<file path="config.mk">
export PLATFORM = sky130hd
export DESIGN_NAME = cpu_control_fsm_flat
export DESIGN_NICKNAME = d
export VERILOG_FILES = /design/src/rtl/cpu_control_fsm_pkg.sv /design/src/rtl/cpu_control_fsm_if.sv /design/src/rtl/cpu_control_fsm_button_conditioner.sv /design/src/rtl/cpu_control_fsm.sv /design/src/flat_wrapper.sv
export SDC_FILE = /design/constraint.sdc
export NUM_CORES = 1
export LEC_CHECK = 0
export CORE_UTILIZATION = 40
export CTS_CLUSTER_DIAMETER = 100
export DETAILED_ROUTE_END_ITERATION = 16
export GPL_TIMING_DRIVEN = 0
export MAX_ROUTING_LAYER = met4
export PLACE_DENSITY = 0.88
export SETUP_SLACK_MARGIN = 0.1
export SLEW_MARGIN = 15
export SYNTH_ARGS = -nofsm -noshare
export SYNTH_HDL_FRONTEND = slang
export SYNTH_SLANG_ARGS = --single-unit
</file>
<file path="constraint.sdc">
create_clock -name clk -period 2.3 [get_ports clk]
set_input_delay 0.575 -clock clk [delete_from_list [all_inputs] [get_ports clk]]
set_output_delay 0.575 -clock clk [all_outputs]
set_load 0.05 [all_outputs]
</file>
<file path="src/rtl/cpu_control_fsm_pkg.sv">
// Shared definitions for the 4x8-bit CPU control path: opcodes, ALU selects, FSM states.
// No logic of its own; latency and backpressure are properties of the modules that import it.
// Field positions locate opcode, dest and src/imm inside the 8-bit instruction word.
package cpu_control_fsm_pkg;

    localparam logic [3:0] OP_MOV = 4'b1000;
    localparam logic [3:0] OP_ADD = 4'b0001;
    localparam logic [3:0] OP_SUB = 4'b0010;
    localparam logic [3:0] OP_NOT = 4'b0011;

    localparam int OPC_MSB = 7;
    localparam int OPC_LSB = 4;
    localparam int RD_MSB  = 3;
    localparam int RD_LSB  = 2;
    localparam int RS_MSB  = 1;
    localparam int RS_LSB  = 0;

    typedef enum logic [1:0] {
        ALU_PASS_IMM = 2'b00,
        ALU_ADD      = 2'b01,
        ALU_SUB      = 2'b10,
        ALU_NOT      = 2'b11
    } alu_op_e;

    typedef enum logic [2:0] {
        ST_IDLE   = 3'd0,
        ST_FETCH  = 3'd1,
        ST_DECODE = 3'd2,
        ST_EXEC   = 3'd3,
        ST_WB     = 3'd4,
        ST_DONE   = 3'd5
    } state_e;

    typedef struct packed {
        logic    legal;
        alu_op_e alu_op;
    } dec_t;

    // Undefined opcodes fall back to PASS_IMM so the datapath sees a benign select.
    function automatic dec_t decode_op(input logic [3:0] opc);
        dec_t d;
        d.legal  = 1'b1;
        d.alu_op = ALU_PASS_IMM;
        case (opc)
            OP_MOV:  d.alu_op = ALU_PASS_IMM;
            OP_ADD:  d.alu_op = ALU_ADD;
            OP_SUB:  d.alu_op = ALU_SUB;
            OP_NOT:  d.alu_op = ALU_NOT;
            default: d.legal  = 1'b0;
        endcase
        return d;
    endfunction

endpackage

</file>
<file path="src/rtl/cpu_control_fsm_if.sv">
// Board-input and datapath-control bundle between the sequencer and its neighbours.
// Pure wiring, zero latency; no backpressure (datapath always accepts controls).
// master = sequencer side, slave = board/datapath side.
interface cpu_control_fsm_if;

    logic [7:0] trainer_dip;
    logic       activate_button;
    logic [7:0] ir;
    logic [1:0] rf_rd_a;
    logic [1:0] rf_rd_b;
    logic [1:0] rf_wr_addr;
    logic       rf_we;
    logic [1:0] alu_op;
    logic [1:0] imm;
    logic       busy;
    logic       instr_done;
    logic       illegal_op;

    modport master (
        input  trainer_dip, activate_button,
        output ir, rf_rd_a, rf_rd_b, rf_wr_addr, rf_we, alu_op, imm,
               busy, instr_done, illegal_op
    );

    modport slave (
        output trainer_dip, activate_button,
        input  ir, rf_rd_a, rf_rd_b, rf_wr_addr, rf_we, alu_op, imm,
               busy, instr_done, illegal_op
    );

endinterface

</file>
<file path="src/rtl/cpu_control_fsm_button_conditioner.sv">
// Button conditioner: 2-flop sync, optional debounce (CTRL_DEBOUNCE_EN), rising-edge pulse.
// Latency: pulse 2 cycles after input rises (plus DEBOUNCE_CYCLES when debounce is enabled).
// No backpressure: one single-cycle press_pulse per accepted press; a new press needs a release.
module cpu_control_fsm_button_conditioner #(
    parameter int DEBOUNCE_CYCLES = 16,
    parameter int CNT_W           = 5
) (
    input  logic clk,
    input  logic rst_n,
    input  logic btn_in,
    output logic press_pulse
);

    if ((2 ** CNT_W) <= DEBOUNCE_CYCLES) begin : g_bad_cnt_w
        $error("CNT_W too narrow for DEBOUNCE_CYCLES");
    end

    logic sync1_q;
    logic sync2_q;
    logic level;
    logic level_q;

    always_ff @(posedge clk or negedge rst_n) begin
        if (!rst_n) begin
            sync1_q <= 1'b0;
            sync2_q <= 1'b0;
        end else begin
            sync1_q <= btn_in;
            sync2_q <= sync1_q;
        end
    end

`ifdef CTRL_DEBOUNCE_EN
    logic [CNT_W-1:0] cnt_q;
    logic             stable_q;

    // Any low sample restarts the count; release is taken immediately.
    always_ff @(posedge clk or negedge rst_n) begin
        if (!rst_n) begin
            cnt_q    <= '0;
            stable_q <= 1'b0;
        end else if (!sync2_q) begin
            cnt_q    <= '0;
            stable_q <= 1'b0;
        end else if (!stable_q) begin
            if (cnt_q == CNT_W'(DEBOUNCE_CYCLES - 1)) begin
                stable_q <= 1'b1;
            end else begin
                cnt_q <= cnt_q + 1'b1;
            end
        end
    end

    assign level = stable_q;
`else
    assign level = sync2_q;
`endif

    always_ff @(posedge clk or negedge rst_n) begin
        if (!rst_n) begin
            level_q <= 1'b0;
        end else begin
            level_q <= level;
        end
    end

    assign press_pulse = level & ~level_q;

endmodule

</file>
<file path="src/rtl/cpu_control_fsm.sv">
// Instruction sequencer: FETCH-DECODE-EXEC-WB-DONE per button press (debounce via CTRL_DEBOUNCE_EN).
// Latency: go at N -> rf_we at N+4, instr_done at N+5, busy N+1..N+5.
// Presses arriving while busy are dropped, never queued; trainer_dip sampled only in FETCH.
module cpu_control_fsm
    import cpu_control_fsm_pkg::*;
#(
    parameter int DEBOUNCE_CYCLES = 16,
    parameter int CNT_W           = 5
) (
    input  logic                  clk,
    input  logic                  rst_n,
    cpu_control_fsm_if.master     ctl
);

    state_e     state_q;
    state_e     state_d;
    logic [7:0] ir_q;
    logic       go;
    dec_t       dec;

    cpu_control_fsm_button_conditioner #(
        .DEBOUNCE_CYCLES (DEBOUNCE_CYCLES),
        .CNT_W           (CNT_W)
    ) u_btn (
        .clk         (clk),
        .rst_n       (rst_n),
        .btn_in      (ctl.activate_button),
        .press_pulse (go)
    );

    assign dec = decode_op(ir_q[OPC_MSB:OPC_LSB]);

    always_ff @(posedge clk or negedge rst_n) begin
        if (!rst_n) begin
            state_q <= ST_IDLE;
            ir_q    <= '0;
        end else begin
            state_q <= state_d;
            if (state_q == ST_FETCH) begin
                ir_q <= ctl.trainer_dip;
            end
        end
    end

    always_comb begin
        state_d = state_q;
        case (state_q)
            ST_IDLE:   if (go) state_d = ST_FETCH;
            ST_FETCH:  state_d = ST_DECODE;
            ST_DECODE: state_d = dec.legal ? ST_EXEC : ST_DONE;
            ST_EXEC:   state_d = ST_WB;
            ST_WB:     state_d = ST_DONE;
            ST_DONE:   state_d = ST_IDLE;
            default:   state_d = ST_IDLE;
        endcase
    end

    // Decode outputs follow ir, which only changes leaving FETCH, so they hold while idle.
    always_comb begin
        ctl.ir         = ir_q;
        ctl.rf_rd_a    = ir_q[RD_MSB:RD_LSB];
        ctl.rf_rd_b    = ir_q[RS_MSB:RS_LSB];
        ctl.imm        = ir_q[RS_MSB:RS_LSB];
        ctl.alu_op     = dec.alu_op;
        ctl.busy       = (state_q != ST_IDLE);
        ctl.rf_we      = (state_q == ST_WB);
        ctl.rf_wr_addr = 2'b00;
        ctl.instr_done = (state_q == ST_DONE);
        ctl.illegal_op = (state_q == ST_DECODE) && !dec.legal;
        if (state_q == ST_WB) begin
            ctl.rf_wr_addr = ir_q[RD_MSB:RD_LSB];
        end
    end

endmodule
</file>
<file path="src/flat_wrapper.sv">
// flat-port wrapper written by rule: the top's interface ports become plain ports
module cpu_control_fsm_flat import cpu_control_fsm_pkg::*;
#(
    parameter int DEBOUNCE_CYCLES = 16,
    parameter int CNT_W           = 5
)
  (clk, rst_n, ctl_trainer_dip, ctl_activate_button, ctl_ir, ctl_rf_rd_a, ctl_rf_rd_b, ctl_rf_wr_addr, ctl_rf_we, ctl_alu_op, ctl_imm, ctl_busy, ctl_instr_done, ctl_illegal_op);
  cpu_control_fsm_if ctl_i ();
  input  logic clk;
  input  logic rst_n;
  input wire logic [$bits(ctl_i.trainer_dip)-1:0] ctl_trainer_dip;
  input wire logic [$bits(ctl_i.activate_button)-1:0] ctl_activate_button;
  output wire logic [$bits(ctl_i.ir)-1:0] ctl_ir;
  output wire logic [$bits(ctl_i.rf_rd_a)-1:0] ctl_rf_rd_a;
  output wire logic [$bits(ctl_i.rf_rd_b)-1:0] ctl_rf_rd_b;
  output wire logic [$bits(ctl_i.rf_wr_addr)-1:0] ctl_rf_wr_addr;
  output wire logic [$bits(ctl_i.rf_we)-1:0] ctl_rf_we;
  output wire logic [$bits(ctl_i.alu_op)-1:0] ctl_alu_op;
  output wire logic [$bits(ctl_i.imm)-1:0] ctl_imm;
  output wire logic [$bits(ctl_i.busy)-1:0] ctl_busy;
  output wire logic [$bits(ctl_i.instr_done)-1:0] ctl_instr_done;
  output wire logic [$bits(ctl_i.illegal_op)-1:0] ctl_illegal_op;
  assign ctl_i.trainer_dip = ctl_trainer_dip;
  assign ctl_i.activate_button = ctl_activate_button;
  assign ctl_ir = ctl_i.ir;
  assign ctl_rf_rd_a = ctl_i.rf_rd_a;
  assign ctl_rf_rd_b = ctl_i.rf_rd_b;
  assign ctl_rf_wr_addr = ctl_i.rf_wr_addr;
  assign ctl_rf_we = ctl_i.rf_we;
  assign ctl_alu_op = ctl_i.alu_op;
  assign ctl_imm = ctl_i.imm;
  assign ctl_busy = ctl_i.busy;
  assign ctl_instr_done = ctl_i.instr_done;
  assign ctl_illegal_op = ctl_i.illegal_op;
  cpu_control_fsm #(.DEBOUNCE_CYCLES(DEBOUNCE_CYCLES), .CNT_W(CNT_W)) u_core (.clk(clk), .rst_n(rst_n), .ctl(ctl_i));
endmodule
</file>
# Word level (Yosys, flattened, before mapping)
# Index checks and enable logic that the tools add are counted.
[word_totals] regBits=14 input_bits=11 elab_cells=28
[op_classes] eq_ne=10 mux=6 bitwise_logic=2 n_reduce_logical=5
[ops] cell="3-bit one-hot mux with 5 select lines" n=1
[ops] cell="4-bit by 2-bit == test with 1-bit output, second input constant" n=2
[ops] cell="3-bit by 2-bit == test with 1-bit output, second input constant" n=2
[ops] cell="3-bit == test, second input constant" n=2
[ops] cell="3-bit two-way mux" n=2
[ops] cell="2-bit one-hot mux with 3 select lines" n=1
[ops] cell="4-bit by 1-bit == test with 1-bit output, second input constant" n=1
[ops] cell="4-bit == test, second input constant" n=1
[ops] cell="4-bit OR reduction" n=1
[ops] cell="3-bit by 1-bit == test with 1-bit output, second input constant" n=1
[ops] cell="3-bit zero test" n=1
[ops] cell="3-bit nonzero test" n=1
[ops] cell="2-bit two-way mux" n=1
[ops] cell="2-bit by 1-bit != test with 1-bit output, second input constant" n=1
[ops] cell="1-bit bitwise AND" n=1
[ops] cell="1-bit logical AND" n=1
[ops] cell="1-bit zero test" n=1
[ops] cell="1-bit two-way mux" n=1
[ops] cell="1-bit inverter" n=1

# Longest topological paths before layout
[depth] ltp_word=5 depth_mapped=3 mapped_depth_nobuf=3

# Hierarchy
# A second synthesis with hierarchy kept.
[hier_totals] cells_unflattened=52 area_unflattened_um2=649.4
[modules_own_cells] module="cpu_control_fsm" instances=1 cells_per_inst=48 area_per_inst_um2=560.5 seq_area_each_um2=275.3
[modules_own_cells] module="cpu_control_fsm_button_conditioner" instances=1 cells_per_inst=4 area_per_inst_um2=88.8 seq_area_each_um2=75.1

# Least setup slack after synthesis
# No wires, ideal clock.
[synth_path] kind="register to output" startpoint="reg u_core.state_q[1]" endpoint="out ctl_rf_wr_addr[0]" arrival_time_ns=2.346 required_time_ns=1.725 setup_slack_ns=-0.621 path_stages_with_launch=3 n_path_buf=0 path_cell_list="dfrtp_1 > nor3b_1 > and2_1"
[synth_between] elab_chain_cells=2
[synth_lines] item="start, declared" line="cpu_control_fsm.sv:15" source="state_e state_q;"
[synth_lines] item="start signal, assigned" line="cpu_control_fsm.sv:38" source="state_q <= state_d;"
[synth_lines] item="3-bit == test"
[synth_lines] item="named net ctl_rf_we" line="flat_wrapper.sv:17" source="output wire logic [$bits(ctl_i.rf_we)-1:0] ctl_rf_we;"
[synth_lines] item="2-bit two-way mux" line="cpu_control_fsm.sv:70" source="if (state_q == ST_WB) begin"
[synth_lines] item="end, declared" line="flat_wrapper.sv:16" source="output wire logic [$bits(ctl_i.rf_wr_addr)-1:0] ctl_rf_wr_addr;"
# The timed path passes the listed nets, and every way through them passes these cells.

# Worst setup path in the final report
[layout_path] startpoint="reg u_core.ir_q[3] (netlist: u_core.ctl.ir[3])" endpoint="out ctl_rf_rd_a[1]"
[layout_rtl] item="start, declared" line="cpu_control_fsm.sv:17" source="logic [7:0] ir_q;"
[layout_rtl] item="start signal, assigned" line="cpu_control_fsm.sv:40" source="ir_q <= ctl.trainer_dip;"
[layout_rtl] item="end, declared" line="flat_wrapper.sv:14" source="output wire logic [$bits(ctl_i.rf_rd_a)-1:0] ctl_rf_rd_a;"
# No word-level cell between the ends.

==> metrics.sh <==
MAX_STAGE_DELAY_NS=0.79
CLASS_OF_THE_MOST_CRITICAL_SETUP_PATH='reg -> out'
DRV_CAP=0
NUM_ANTENNA_CELLS=0
POST_CTS.REPAIR.SETUP_BUFFERS=0
SKEW_NS=0.000989
VIA_PER_INST=5.06
ANTENNA_VIOLATING_NETS_POST_ROUTE=0
CTS_ROOT_BUF='sky130_fd_sc_hd__clkbuf_4'
CRITICAL_PATH_PEAK_FANOUT=4
WORST-SLEW-PIN-TRANSITION_NS=0.623
CTS_BUFFER_DEPTH=2
SEQ_AREA_FRAC_SYNTH_PCT=55.2
YOSYS_WARNINGS=0
FMAX_GHz=0.464
FIRST_GLOBAL_VIAS=500
ROUTABILITYCONGESTION=0.686
SYNTH_CELL_TYPE_COUNT=16
ANTENNA_FOUND_INITIAL=0
NUMBER_OF_NETS_AT_THE_END_OF_THE_FLOW=96
DETAIL_ROUTE.FIRST_PASS.ITERATIONS=4
YOSYS_REGISTER_BITS=14
FIN_CRIT_NS=2.15
PLACEMENT.IO_BUFFERS=32
CHIPWIDTH_UM=41.8
WORSTPATHREQUIRED_NS=1.73
GRT_START_MAX_NET_PINS=15
POST_SYNTH.CELL_AREA_AVG_UM2=13.2
POSTSYNTHNETCOUNT=59
CTS-HOLD-FIX-BUFFERS=0
PATH_CELLS='buf_4, clkdlybuf4s50_1'
CTS.HTREE.LEVELS=1
SETUP_VIOL=0
RUN_STATUS='finished clean'
HOLD_VIOL=0
TRITONCTS='built'
GROUTE.USAGE.OVERALL_PCT=17.9
CLKTRANSATPATHREGS_NS=0.08
POST_ROUTE_DESIGN_AREA_UM2=1020
CRITPATHBUFINV=2
FINAL_REPORT_MAX_SLEW_VIOLATION_COUNT=0
INITIALDRTVIOLATIONCOUNT=8
SYNTHESIS.AREA_UM2=634
DIEAREA_UM2=1750
PLACE_HPWL_MM=1.03
DP_WORST_SETUP_SLACK_NS=-0.0312
GLOBAL_ROUTE_WIRE_LENGTH_BEFORE_REPAIR_MM=2.22
CORE_AREA_UM2=1490
SYNTHCELLS=48
SYNTH.AREA.TOP_CELLS='sky130_fd_sc_hd__dfrtp_1, sky130_fd_sc_hd__mux2_2, sky130_fd_sc_hd__buf_4'
SYNTHDOMINANTAREACELLTYPE='sky130_fd_sc_hd__dfrtp_1'
OVERFLOW_LEFT_AFTER_GLOBAL_ROUTING=0
FP-ROW-COUNT=14
FINAL_CORE_UTIL_PCT=68.3
PLACEDINSTANCEAREA_UM2=996
DRT-WIRELENGTH-PER-CELL_UM=14.3
R2R_CELLS=2
RSZ0062_AT_GRT='true'
MAX_SLEW_MARGIN_PCT=58.3
FINAL.SETUP.TNS_NS=0
YOSYS.AREA.TOP_TYPE_SHARE_PCT=55.2
WORST_SLACK_NS=0.146
VIAS=506
TOTALWIRELENGTH_MM=1.43
START_UTIL_PCT=42.6
WORST_PATH_DOMINANT_CELL_FAMILY='buffers and inverters'
CRITPATHLAUNCHTYPE='register'
WORST-PATH-STAGES=2
CTS_MADE_BUFFERS=3
INSERTION_DELAY_NS=0.28
BOUNDARYPINS=33
WORSTHOLDPATHCELLS=0
CRIT_PATH_SLOWEST_CELL='sky130_fd_sc_hd__clkdlybuf4s50_1'
POST-ROUTE-PERIOD-UTIL_PCT=93.7
WORSTPATHARRIVAL_NS=1.58
SYN2LAYOUT_AREA_GROWTH_PCT=60.4
DRIVE_GT1_SHARE_PCT=34.5
CLOCK-SINKS=14
ENDPOINT_KIND='output pin'
CLASS_OF_THE_MOST_CRITICAL_HOLD_TIMING_PATH='reg -> reg'
DIE-HEIGHT_UM=41.8
DRC=0
layout make-up:
cell class	instances	area (um2)
well taps	16	20.0
multi-input cells	26	253
inverters	2	7.51
repair buffers	32	304
flip-flops and latches	14	352
clock buffers	4	36.3
fillers	126	472
plain buffers	6	45.0
cells by family after synthesis:
logic type,share of synthesized area (%)
DFF,55.2
muxes,14.2
AOI/OAI and AO/OA,6.90
and+or+nand+nor,14.0
buffers and inverters,8.28
xor gates and xnor gates,1.38
worst reg2reg max path, cell delays in order (launching register included):
cell and delay [ns]:
sky130_fd_sc_hd__dfrtp_1 0.52, sky130_fd_sc_hd__nor3b_4 0.50, sky130_fd_sc_hd__mux2_2 0.39
path summary, 6_finish.rpt:
| check | to | start | slack, ns |
|---|---|---|---|
| min in group asynchronous | u_core.ctl.ir[3] | rst_n | 0.68 |
| max | ctl_rf_rd_a[1] | u_core.ctl.ir[3] | 0.15 |
| min reg2reg | u_core.u_btn.level | u_core.u_btn.sync1_q | 0.36 |
| max reg2reg | u_core.ctl.ir[0] | u_core.state_q[0] | 0.78 |
| max in group asynchronous | u_core.state_q[2] | rst_n | 1.18 |
| min | u_core.u_btn.level | u_core.u_btn.sync1_q | 0.36 |
registers in the layout, indices dropped and copies added, names as in the netlist:
register	flops
u_core.u_btn.level	1
u_core.state_q	3
u_core.u_btn.sync1_q	1
u_core.ctl.ir	8
u_core.u_btn.level_q	1
metrics by stage:
stage          cells  hold WS, ns
2_1_floorplan     48        0.279
3_3_place_gp      96        0.332
3_5_place_dp      96        0.343
4_1_cts          100        0.362
5_1_grt          100        0.377
6_report         100        0.364
synthesized netlist by cell type:
master                     instances
sky130_fd_sc_hd__a211oi_1          2
sky130_fd_sc_hd__and2_1            2
sky130_fd_sc_hd__and3b_1           1
sky130_fd_sc_hd__buf_4             6
sky130_fd_sc_hd__dfrtp_1          14
sky130_fd_sc_hd__inv_1             2
sky130_fd_sc_hd__mux2_2            8
sky130_fd_sc_hd__nand2b_1          2
sky130_fd_sc_hd__nor2_1            2
sky130_fd_sc_hd__nor3b_1           3
sky130_fd_sc_hd__nor3b_4           1
sky130_fd_sc_hd__o21a_1            1
sky130_fd_sc_hd__o41a_2            1
sky130_fd_sc_hd__o41ai_1           1
sky130_fd_sc_hd__or3_1             1
sky130_fd_sc_hd__xor2_1            1
metal layers:
layer,share of wire (%),global-route usage [%]
met1,39,19.3
met2,55,30.6
met3,4.9,3.91
met4,0.63,9.68
met5,0,-
cell usage in the layout, fill, tap and decap left out, drive strengths merged:
cell type	count
o21a	1
a211oi	2
mux2	8
inv	2
and3b	1
o41a	1
dlygate4sd2	5
nor3b	4
clkdlybuf4s18	1
dfrtp	14
nand2b	2
or3	1
nor2	2
buf	8
o41ai	1
clkbuf	6
dlymetal6s2s	4
xor2	1
and2	2
clkdlybuf4s50	18
repair_timing:
action | CTS | global route
endpoints found under the setup margin | 10 | 8
gates cloned | 0 | 0
gates resized for setup | 19 | 11
Power is not shown: default switching activity piles up to over one toggle a cycle in this logic, so the estimate is an artifact.
